--- config.mk ---
export PLATFORM = sky130hd
export DESIGN_NAME = wc_tile_ctrl
export DESIGN_NICKNAME = d
export VERILOG_FILES = /design/src/rtl/wc_tile_ctrl.sv
export SDC_FILE = /design/constraint.sdc
export NUM_CORES = 1
export LEC_CHECK = 0
export BUFFER_PORTS_ARGS = -buffer_cell sky130_fd_sc_hd__buf_2
export CORE_MARGIN = 2
export CORE_UTILIZATION = 45
export DETAILED_ROUTE_END_ITERATION = 8
export MAX_ROUTING_LAYER = met4
export PLACE_DENSITY = 0.65
export REMOVE_ABC_BUFFERS = 1
export SYNTH_ARGS = -nofsm -noshare
export SYNTH_HDL_FRONTEND = slang
export SYNTH_SLANG_ARGS = --single-unit
--- constraint.sdc ---
create_clock -name clk -period 9.7 [get_ports clk]
set_clock_uncertainty 0.15 [all_clocks]
set_input_delay 1.94 -clock clk [delete_from_list [all_inputs] [get_ports clk]]
set_output_delay 1.94 -clock clk [all_outputs]
set_load 0.01 [all_outputs]
--- src/rtl/wc_tile_ctrl.sv ---
// Tile sequencer for a windowed-compute (WC) datapath: assembles 5-sample windows
// from a serial stream, issues them under FIFO credit, and buffers results as output tiles.
module wc_tile_ctrl #(
  parameter int W   = 10,
  parameter int LAT = 2,
  parameter int FD  = 4
) (
  input  logic             clk,
  input  logic             rst,
  input  logic             start,
  input  logic [7:0]       num_tiles,
  input  logic             s_valid,
  output logic             s_ready,
  input  logic [W-1:0]     s_data,
  output logic [5*W-1:0]   wc_D,
  input  logic [3*W-1:0]   wc_Z,
  output logic             m_valid,
  input  logic             m_ready,
  output logic [3*W-1:0]   m_data,
  output logic             busy,
  output logic             done
);

  localparam int PW = (FD > 1) ? $clog2(FD) : 1;
  localparam int CW = $clog2(FD + 1);

  typedef enum logic [1:0] {IDLE, FILL, RUN, DRAIN} state_t;

  state_t             state_q, state_d;
  logic [5*W-1:0]     win_q, win_d;
  logic [2:0]         new_cnt_q, new_cnt_d;
  logic [7:0]         issued_q, issued_d;
  logic [7:0]         num_q, num_d;
  logic [LAT-1:0]     vld_q, vld_d;
  logic [3*W-1:0]     mem_q [FD];
  logic [3*W-1:0]     mem_d [FD];
  logic [PW-1:0]      wr_q, wr_d, rd_q, rd_d;
  logic [CW-1:0]      cnt_q, cnt_d;
  logic               done_q, done_d;

  logic               active, credit, issue, accept, push, pop;
  logic [2:0]         need;
  logic [31:0]        inflight;
  logic [LAT:0]       vld_ext;

  always_comb begin
    state_d   = state_q;
    win_d     = win_q;
    new_cnt_d = new_cnt_q;
    issued_d  = issued_q;
    num_d     = num_q;
    wr_d      = wr_q;
    rd_d      = rd_q;
    cnt_d     = cnt_q;
    mem_d     = mem_q;
    done_d    = 1'b0;

    inflight = '0;
    for (int i = 0; i < LAT; i++) inflight = inflight + 32'(vld_q[i]);

    active  = (state_q == FILL) || (state_q == RUN);
    need    = (state_q == FILL) ? 3'd5 : 3'd3;
    s_ready = active && (new_cnt_q < need);
    // Credit counts results still inside the WC pipe so the FIFO can never overflow.
    credit  = (inflight + 32'(cnt_q)) < 32'(FD);
    issue   = active && (new_cnt_q == need) && credit;
    accept  = s_valid && s_ready;
    push    = vld_q[LAT-1];
    pop     = (cnt_q != '0) && m_ready;

    case (state_q)
      IDLE: begin
        if (start) begin
          num_d     = num_tiles;
          issued_d  = '0;
          new_cnt_d = '0;
          win_d     = '0;
          state_d   = (num_tiles == 8'd0) ? DRAIN : FILL;
        end
      end
      FILL, RUN: begin
        if (accept) begin
          win_d     = {s_data, win_q[5*W-1:W]};
          new_cnt_d = new_cnt_q + 3'd1;
        end
        if (issue) begin
          new_cnt_d = '0;
          issued_d  = issued_q + 8'd1;
          state_d   = ((issued_q + 8'd1) == num_q) ? DRAIN : RUN;
        end
      end
      DRAIN: begin
        if ((inflight == '0) && (cnt_q == '0)) begin
          state_d = IDLE;
          done_d  = 1'b1;
        end
      end
      default: state_d = IDLE;
    endcase

    vld_ext = {vld_q, issue};
    vld_d   = vld_ext[LAT-1:0];

    if (push) begin
      mem_d[wr_q] = wc_Z;
      wr_d = (wr_q == PW'(FD - 1)) ? '0 : wr_q + PW'(1);
    end
    if (pop) rd_d = (rd_q == PW'(FD - 1)) ? '0 : rd_q + PW'(1);
    case ({push, pop})
      2'b10:   cnt_d = cnt_q + CW'(1);
      2'b01:   cnt_d = cnt_q - CW'(1);
      default: cnt_d = cnt_q;
    endcase

    wc_D    = win_q;
    m_valid = (cnt_q != '0);
    m_data  = m_valid ? mem_q[rd_q] : '0;
    busy    = (state_q != IDLE);
    done    = done_q;
  end

  always_ff @(posedge clk or posedge rst) begin
    if (rst) begin
      state_q   <= IDLE;
      win_q     <= '0;
      new_cnt_q <= '0;
      issued_q  <= '0;
      num_q     <= '0;
      vld_q     <= '0;
      mem_q     <= '{default: '0};
      wr_q      <= '0;
      rd_q      <= '0;
      cnt_q     <= '0;
      done_q    <= 1'b0;
    end else begin
      state_q   <= state_d;
      win_q     <= win_d;
      new_cnt_q <= new_cnt_d;
      issued_q  <= issued_d;
      num_q     <= num_d;
      vld_q     <= vld_d;
      mem_q     <= mem_d;
      wr_q      <= wr_d;
      rd_q      <= rd_d;
      cnt_q     <= cnt_d;
      done_q    <= done_d;
    end
  end

endmodule

==> impl_metrics.env, run 1 <==
export IMPL_gr_total_overflow=0
export IMPL_cts_root_buf="clkbuf_16"
export IMPL_place_hpwl_mm=11.6
export IMPL_cts_hold_buf=0
export IMPL_cts_inserted_buffers=23
export IMPL_async_flop_share_pct=100
export IMPL_ys_flop_type="dfrtp_1"
export IMPL_cp_cell_sequence="buf_4, mux4_2, and2_1, buf_2"
export IMPL_worst_pin_slew_ns=1.05
export IMPL_hold_start="vld_q[0]"
export IMPL_design_core_area_mm2=0.0201
export IMPL_ant_nets=0
export IMPL_syn_inst=724
export IMPL_worstPathRequired_ns=7.61
export IMPL_r2r_slack_ns=6.68
export IMPL_synth_xor_area_share_pct=1.24
export IMPL_critical_path_max_stage_delay_ns=0.59
export IMPL_status="finished, final reports clean"
export IMPL_wl_per_cell_um=16.1
export IMPL_hold_path_class="flip-flop to flip-flop"
export IMPL_die_w_um=147
export IMPL_synthTopCellsByArea="dfrtp_1, mux2_2, mux4_2"
export IMPL_rsz0062_at_grt="no"
export IMPL_fin_ws_ns=5.22
export IMPL_crit_cells=4
export IMPL_r2r_cells=9
export IMPL_firstDrtPassIters=4
export IMPL_setup_viol=0
export IMPL_num_rows=52
export IMPL_grt_pass1_wl_mm=30.8
export IMPL_synth_compound_area_share_pct=5.88
export IMPL_post_cts_setup_buffer_count=0
export IMPL_leakagePower_nw=4.89
export IMPL_timing_rr_end="wc_D[7]"
export IMPL_start_kind="flip-flop"
export IMPL_io_pins=137
export IMPL_clk_path_buf_depth=3
export IMPL_worstPathMaxFanout=27
export IMPL_fin_setup_tns_ns=0
export IMPL_dp_cells=1098
export IMPL_synth_top_family_by_area="multiplexers"
export IMPL_crit_type="flip-flop to primary output"
export IMPL_final_nets=923
export IMPL_rr_startpoint="state_q[0]"
export IMPL_drc_errors=0
export IMPL_syn_avg_cell_area_um2=12.6
export IMPL_synth_top_area_share_pct=55.0
export IMPL_synth_edf_count=0
export IMPL_die_area_mm2=0.0215
export IMPL_crit_arrival_ns=2.39
export IMPL_layout_drive_gt1_share_pct=40.4
export IMPL_period_minus_slack_ns=4.48
export IMPL_synth_cell_types=47
export IMPL_ir_worst_vdd_uv=208
export IMPL_synth_largest_area_cell="dfrtp_1"
export IMPL_antenna_found_initial=1
export IMPL_wirelength_mm=18.4
export IMPL_cp_end_kind="primary output"
export IMPL_ctsResizeCount=0
export IMPL_start_util_pct=45.5
export IMPL_via_per_inst=5.09
export IMPL_place_ws_ns=5.69
export IMPL_clock_fmax_mhz=223
export IMPL_critPathBufInv=2
export IMPL_crit_family="buffers and inverters"
export IMPL_grt_max_degree=118
export IMPL_synth_most_common_cell="dfrtp_1"
export IMPL_synth_simple_area_share_pct=9.27
export IMPL_stdcell_count=1140
export IMPL_fin_area_mm2=0.0108
export IMPL_synth_warnings=0
export IMPL_synthMuxAreaShare_pct=23.6
export IMPL_place_area_mm2=0.0101
export IMPL_holdPathEnd="vld_q[1]"
export IMPL_ys_ff_latch=201
export IMPL_maxCapViolCount=0
export IMPL_grt_pass1_vias=6059
export IMPL_cts_num_sinks=201
export IMPL_yosysSeqAreaShare_pct=55.0
export IMPL_syn2layout_area_growth_pct=17.8
export IMPL_netlist_top_cells_count="dfrtp_1, mux2_2, nand2_1"
export IMPL_slowest_stage="mux4_2"
export IMPL_gp_congestion=0.781
export IMPL_synthAdderAreaFrac_pct=2.41
export IMPL_period_share_pct=46.2
export IMPL_report_final_slew_viol_count=0
export IMPL_clk_pin_slew_worst_paths_ns=0.06
export IMPL_dr_first_iter_drc_count=199
export IMPL_cts_tree="built"
export IMPL_io_buffers=136
export IMPL_clk_latency_ns=0.49
export IMPL_grt_usage_pct=17.8
export IMPL_hold_violations=0
export IMPL_holdPathStages=0
export IMPL_h_tree_depth=1
export IMPL_power_density_mw_per_mm2=343
export IMPL_via_count=5801
export IMPL_netlist_area_mm2=0.00915
export IMPL_slew_headroom_pct=29.7
export IMPL_fin_util_pct=53.6
export IMPL_die_h_um=147
==> area by class of cell <==
class / instances / area, µm²
diodes: 1 / 2.50
clock inverters: 7 / 38.8
repair buffers: 145 / 748
multi-input cells: 464 / 3890
well taps: 270 / 338
fillers: 1690 / 9320
clock buffers: 34 / 657
flip-flops and latches: 201 / 5030
inverters: 18 / 75.1
==> layer usage <==
layer	track usage, %	part of all wire [%]
met1	24.8	48
met2	27.5	45
met3	3.56	5.1
met4	3.59	1.6
met5	-	0
==> worst reg2reg max path, stage by stage (launching register included) <==
cell     delay (ns)
dfrtp_1        0.41
inv_1          0.06
ha_1           0.27
buf_4          0.45
inv_1          0.28
o21ai_1        0.46
o21ai_4        0.09
buf_4          0.40
nand2_1        0.21
o21ai_1        0.08
==> worst max-delay path by stage <==
stage               start         end  slack, ns
6_report          rd_q[0]   m_data[6]       5.22
5_1_grt        state_q[0]     s_ready       5.00
4_1_cts           rd_q[0]   m_data[6]       5.14
3_5_place_dp      rd_q[0]  m_data[15]       5.69
3_3_place_gp          rst  mem_q[116]       5.70
2_1_floorplan         rst    cnt_q[0]       2.13
==> registers in the layout, summed over array words and instances (netlist names) <==
name and cells:
rd_q 2, done 1, wc_D 50, new_cnt_q 3
cnt_q 3, vld_q 2, state_q 2, issued_q 8
mem_q 120, wr_q 2, num_q 8
==> power by group <==
group,switching (W),leakage [nW],internal (W)
logic,0.000781,2.07,0.000730
clock network,0.000330,0.348,0.000468
registers,0.000213,2.47,0.00118
total,0.00132,4.89,0.00238
==> through the flow <==
step,power [W],hold WS (ns)
2_1_floorplan,0.00244,0.230
4_1_cts,0.00375,0.255
3_5_place_dp,0.00294,0.242
5_1_grt,0.00398,0.281
6_report,0.00370,0.256
3_3_place_gp,0.00290,0.242
==> cells in the final DEF (no fill, tap or decap), types with 16 or more instances in the layout <==
cell type	synthesis	final
nand2_1	117	117
ha_1	16	16
and2_1	31	31
dfrtp_1	201	200
mux2_2	131	131
o21ai_1	57	56
clkbuf_16	0	23
inv_1	18	17
buf_2	11	136
mux4_2	30	30
==> logic make-up (layout without fill, tap and decap cells) <==
kind of cell / count (synthesis) / count (layout)
muxes: 162 / 162
and+or+nand+nor: 182 / 182
xor gates and xnor gates: 13 / 13
adders and majority gates: 17 / 17
buffers and inverters: 59 / 204
other: 0 / 1
DFF: 201 / 201
AOI/OAI and AO/OA: 90 / 90
Note: power is estimated with default switching activity, not from simulation.
==> inputs of run 2 (changes only) <==
--- a/config.mk
+++ b/config.mk
@@ -10,7 +10,7 @@
 export CORE_UTILIZATION = 45
 export DETAILED_ROUTE_END_ITERATION = 8
 export MAX_ROUTING_LAYER = met4
-export PLACE_DENSITY = 0.65
+export PLACE_DENSITY = 0.68
 export REMOVE_ABC_BUFFERS = 1
 export SYNTH_ARGS = -nofsm -noshare
 export SYNTH_HDL_FRONTEND = slang
==> constraint.sdc (replaced) <==
create_clock -name clk -period 3.9 [get_ports clk]
set_clock_uncertainty 0.15 [all_clocks]
set_input_delay 0.78 -clock clk [delete_from_list [all_inputs] [get_ports clk]]
set_output_delay 0.78 -clock clk [all_outputs]
set_load 0.01 [all_outputs]
==> impl_metrics.env, run 2 (synthesis gave the netlist of run 1 again) <==
export IMPL_num_rows=52
export IMPL_status="finished, final reports clean"
export IMPL_ctsResizeCount=0
export IMPL_gp_congestion=0.726
export IMPL_drc_errors=0
export IMPL_grt_usage_pct=18.2
export IMPL_cts_inserted_buffers=22
export IMPL_top_register="mem_q"
export IMPL_fin_area_mm2=0.0108
export IMPL_seq_power_share_pct=37.6
export IMPL_cp_cell_sequence="buf_4, mux4_2, and2_1, buf_2"
export IMPL_h_tree_depth=1
export IMPL_comb_power_share_pct=40.4
export IMPL_cts_hold_buf=0
export IMPL_io_buffers=136
export IMPL_clk_pin_slew_worst_paths_ns=0.06
export IMPL_start_util_pct=45.5
export IMPL_pwr_share_clk_pct=22.0
export IMPL_final_cell_mix="dfrtp_1, buf_2, mux2_2"
export IMPL_period_share_pct=83.9
export IMPL_grt_max_degree=123
export IMPL_cp_end_kind="primary output"
export IMPL_critical_path_max_stage_delay_ns=0.74
export IMPL_layout_drive_gt1_share_pct=40.3
export IMPL_die_h_um=147
export IMPL_rsz0062_at_grt="no"
export IMPL_clock_fmax_mhz=306
export IMPL_fillers=1692
export IMPL_cts_num_sinks=201
export IMPL_antenna_found_initial=1
export IMPL_worst_pin_slew_ns=1.06
export IMPL_gr_total_overflow=0
export IMPL_report_final_slew_viol_count=0
export IMPL_grt_pass1_wl_mm=31.2
export IMPL_cts_root_buf="clkbuf_16"
export IMPL_place_area_mm2=0.0101
export IMPL_final_nets=924
export IMPL_firstDrtPassIters=4
export IMPL_io_pins=137
export IMPL_dp_cells=1100
export IMPL_syn2layout_area_growth_pct=18.6
export IMPL_start_kind="flip-flop"
export IMPL_crit_arrival_ns=2.34
export IMPL_hold_path_class="flip-flop to flip-flop"
export IMPL_cts_tree="built"
export IMPL_worstPathMaxFanout=20
export IMPL_layout_commonest_cell="dfrtp_1"
export IMPL_place_hpwl_mm=11.8
export IMPL_finalPower_w=0.00929
export IMPL_ant_nets=0
export IMPL_design_core_area_mm2=0.0201
export IMPL_wirelength_mm=18.4
export IMPL_p_int_w=0.00600
export IMPL_power_switching_w=0.00329
export IMPL_power_density_mw_per_mm2=857
export IMPL_leakagePower_nw=4.91
export IMPL_worstPathRequired_ns=2.97
export IMPL_dr_first_iter_drc_count=263
export IMPL_largest_reg_flops=120
export IMPL_via_per_inst=5.13
export IMPL_setup_viol=0
export IMPL_crit_type="flip-flop to primary output"
export IMPL_maxCapViolCount=0
export IMPL_ir_worst_vdd_uv=511
export IMPL_hold_violations=0
export IMPL_whs_ns=0.265
export IMPL_post_cts_setup_buffer_count=0
export IMPL_slew_headroom_pct=29.6
export IMPL_fin_ws_ns=0.629
export IMPL_slowest_stage="dfrtp_1"
export IMPL_clk_path_buf_depth=3
export IMPL_period_minus_slack_ns=3.27
export IMPL_die_w_um=147
export IMPL_via_count=5851
export IMPL_clk_latency_ns=0.49
export IMPL_grt_pass1_vias=5925
export IMPL_die_area_mm2=0.0215
export IMPL_swShare_pct=35.4
export IMPL_place_ws_ns=1.03
export IMPL_wl_per_cell_um=16.1
export IMPL_stdcell_count=1141
run 2: cell count changes in the layout (fill, tap and decap cells not counted):
| cell | delta |
|---|---|
| clkinv_2 | -5 |
| buf_12 | +2 |
| clkbuf_1 | +1 |
| inv_6 | -1 |
| clkbuf_8 | +4 |
run 2: per-layer routing:
layer | GRT usage, % | wire length, µm | vias up
li1 | - | - | 2793
met1 | 25.4 | 8670 | 2893
met2 | 27.7 | 8310 | 137
met3 | 4.16 | 1020 | 28
met4 | 3.64 | 370 | 0
met5 | - | 0 | -
run 2: worst paths after layout:
kind                           from         to  slack (ns)  depth (start not counted)
min reg2reg                vld_q[0]   vld_q[1]        0.27                          0
min in group asynchronous       rst    wc_D[0]        0.31                          2
min                        vld_q[0]   vld_q[1]        0.27                          0
max in group asynchronous       rst  mem_q[24]        2.48                          3
max reg2reg                cnt_q[2]   cnt_q[2]        0.99                          9
max                         rd_q[1]  m_data[8]        0.63                          4
run 2: power groups by stage:
stage / Clock [W] / Sequential (W) / Combinational (W)
6_report: 0.00204 / 0.00349 / 0.00376
3_3_place_gp: 0 / 0.00349 / 0.00374
5_1_grt: 0.00219 / 0.00361 / 0.00420
2_1_floorplan: 0 / 0.00347 / 0.00244
3_5_place_dp: 0 / 0.00352 / 0.00381
4_1_cts: 0.00210 / 0.00349 / 0.00382
run 2: worst max-delay path: cells and delay by family, from the launching register on:
family        cells  cell delay (ns)
simple gates      1             0.18
flops             1             0.74
buf+inv           2             0.56
mux               1             0.36
run 2: metrics by stage:
stage / utilization [%] / TNS (ns)
after global routing: 54.0 / 0
final: 54.0 / 0
after detailed placement: 50.4 / 0
after CTS: 53.9 / 0
after floorplan: - / -590.42
after global placement: 50.4 / 0
run 2: layout make-up:
| type | instances | area, µm² | share of cell area [%] |
|---|---|---|---|
| tap | 270 | 338 | 3.11 |
| timing repair buffer | 147 | 788 | 7.27 |
| multi-input combinational | 464 | 3890 | 35.9 |
| sequential | 201 | 5030 | 46.4 |
| antenna | 1 | 2.50 | 0.0231 |
| inverter | 18 | 75.1 | 0.692 |
| clock inverter | 1 | 5.00 | 0.0461 |
| clock buffer | 39 | 716 | 6.60 |
==> inputs of run 3 (changes only) <==
==> constraint.sdc (replaced) <==
create_clock -name clk -period 3 [get_ports clk]
set_clock_uncertainty 0.15 [all_clocks]
set_input_delay 0.6 -clock clk [delete_from_list [all_inputs] [get_ports clk]]
set_output_delay 0.6 -clock clk [all_outputs]
set_load 0.01 [all_outputs]
==> impl_metrics.env, run 3 (synthesis gave the netlist of run 1 again) <==
export IMPL_hold_path_class="primary input to async pin"
export IMPL_die_h_um=147
export IMPL_leakagePower_nw=4.98
export IMPL_syn2layout_area_growth_pct=20.0
export IMPL_io_buffers=136
export IMPL_wl_per_cell_um=16.0
export IMPL_die_w_um=147
export IMPL_ant_nets=0
export IMPL_via_count=5872
export IMPL_largest_reg_flops=120
export IMPL_clk_path_buf_depth=3
export IMPL_crit_arrival_ns=2.11
export IMPL_clk_latency_ns=0.50
export IMPL_setup_viol=0
export IMPL_grt_max_degree=101
export IMPL_die_area_mm2=0.0215
export IMPL_fillers=1691
export IMPL_worstPathMaxFanout=4
export IMPL_drc_errors=0
export IMPL_seq_power_share_pct=36.3
export IMPL_dp_cells=1104
export IMPL_num_rows=52
export IMPL_final_nets=929
export IMPL_layout_drive_gt1_share_pct=41.0
export IMPL_place_hpwl_mm=11.9
export IMPL_start_kind="flip-flop"
export IMPL_report_final_slew_viol_count=0
export IMPL_power_density_mw_per_mm2=1120
export IMPL_maxCapViolCount=0
export IMPL_firstDrtPassIters=4
export IMPL_critical_path_max_stage_delay_ns=0.42
export IMPL_worstPathRequired_ns=2.25
export IMPL_cp_end_kind="primary output"
export IMPL_crit_type="flip-flop to primary output"
export IMPL_hold_violations=0
export IMPL_final_cell_mix="dfrtp_1, buf_2, mux2_2"
export IMPL_slowest_stage="dfrtp_1"
export IMPL_clock_fmax_mhz=350
export IMPL_h_tree_depth=1
export IMPL_gr_total_overflow=0
export IMPL_status="finished, final reports clean"
export IMPL_whs_ns=0.0145
export IMPL_grt_pass1_vias=6060
export IMPL_worst_pin_slew_ns=0.544
export IMPL_cts_root_buf="clkbuf_16"
export IMPL_swShare_pct=34.9
export IMPL_comb_power_share_pct=41.1
export IMPL_slew_headroom_pct=62.8
export IMPL_start_util_pct=45.5
export IMPL_p_int_w=0.00801
export IMPL_place_ws_ns=0.480
export IMPL_cts_hold_buf=0
export IMPL_dr_first_iter_drc_count=178
export IMPL_seq_area_mm2=0.00503
export IMPL_power_switching_w=0.00430
export IMPL_period_minus_slack_ns=2.86
export IMPL_post_cts_setup_buffer_count=0
export IMPL_cpMostUsedCell="ha_1"
export IMPL_cts_num_sinks=201
export IMPL_ir_worst_vdd_uv=745
export IMPL_layout_commonest_cell="dfrtp_1"
export IMPL_stdcell_count=1145
export IMPL_pwr_share_clk_pct=22.6
export IMPL_io_pins=137
export IMPL_grt_usage_pct=18.0
export IMPL_antenna_found_initial=1
export IMPL_fin_ws_ns=0.143
export IMPL_period_share_pct=95.2
export IMPL_design_core_area_mm2=0.0201
export IMPL_cts_inserted_buffers=23
export IMPL_grt_pass1_wl_mm=30.9
export IMPL_wirelength_mm=18.3
export IMPL_top_register="mem_q"
export IMPL_cts_tree="built"
export IMPL_gp_congestion=0.787
export IMPL_cp_cell_sequence="ha_1, ha_1, a21o_1, a211oi_2, buf_2"
export IMPL_rsz0062_at_grt="no"
export IMPL_clk_pin_slew_worst_paths_ns=0.05
export IMPL_multi_input_area_mm2=0.00390
export IMPL_via_per_inst=5.13
run 3: cell count changes in the layout (fill, tap and decap cells not counted):
cell / change
clkbuf_8: -2
clkbuf_1: -1
inv_6: +1
a211oi_2: +1
bufinv_16: +2
or3_4: +1
or3_1: -1
buf_12: +4
a211oi_1: -1
run 3: through the flow:
step | total power, W | util, % | cell area (µm²) | setup TNS, ns
after floorplan | 0.00763 | - | 8980 | -780.14
after global placement | 0.00946 | 50.8 | 10200 | 0
after detailed placement | 0.00962 | 50.8 | 10200 | 0
after CTS | 0.0124 | 54.5 | 11000 | 0
after global routing | 0.0132 | 54.6 | 11000 | 0
final | 0.0123 | 54.6 | 11000 | 0
run 3: worst paths after layout:
check | startpoint | to | slack (ns) | depth (start not counted)
max | state_q[0] | s_ready | 0.14 | 5
min | rst | wc_D[0] | 0.01 | 2
max reg2reg | state_q[0] | wc_D[27] | 0.45 | 8
min reg2reg | vld_q[0] | vld_q[1] | 0.27 | 0
max in group asynchronous | rst | rd_q[0] | 1.91 | 3
min in group clk | s_data[6] | wc_D[46] | 0.18 | 3
run 3: worst max-delay path: cells and delay by family, from the launching register on:
kind            cells  cell delay (ns)
fa+ha+maj           2             0.57
buf+inv             1             0.18
compound gates      2             0.46
flops               1             0.42
run 3: metal layers:
layer	vias to the layer above	global-route usage (%)	part of all wire [%]
met5	-	-	0
met4	0	3.64	1.9
met3	35	3.13	5.1
met2	159	28.2	45
met1	2864	24.9	48
li1	2814	-	-
run 3: power by group through the flow:
stage               logic, W  registers [W]  clock network, W
finish               0.00506        0.00447           0.00278
global route         0.00562        0.00463           0.00297
CTS                  0.00511        0.00448           0.00285
detailed placement   0.00510        0.00452                 0
global placement     0.00499        0.00447                 0
floorplan            0.00311        0.00452                 0
run 3: layout make-up:
class | instances | area share [%]
flip-flops and latches | 201 | 45.8
multi-input cells | 464 | 35.6
repair buffers | 151 | 7.91
clock buffers | 36 | 6.24
well taps | 270 | 3.08
inverters | 18 | 0.684
clock inverters | 4 | 0.673
diodes | 1 | 0.0228
run 3: timing repair:
| item | 4_1_cts | 5_1_grt |
|---|---|---|
| endpoints found under the hold margin | 0 | 0 |
| gates resized for setup | 0 | 2 |
| setup endpoints to repair | 0 | 21 |
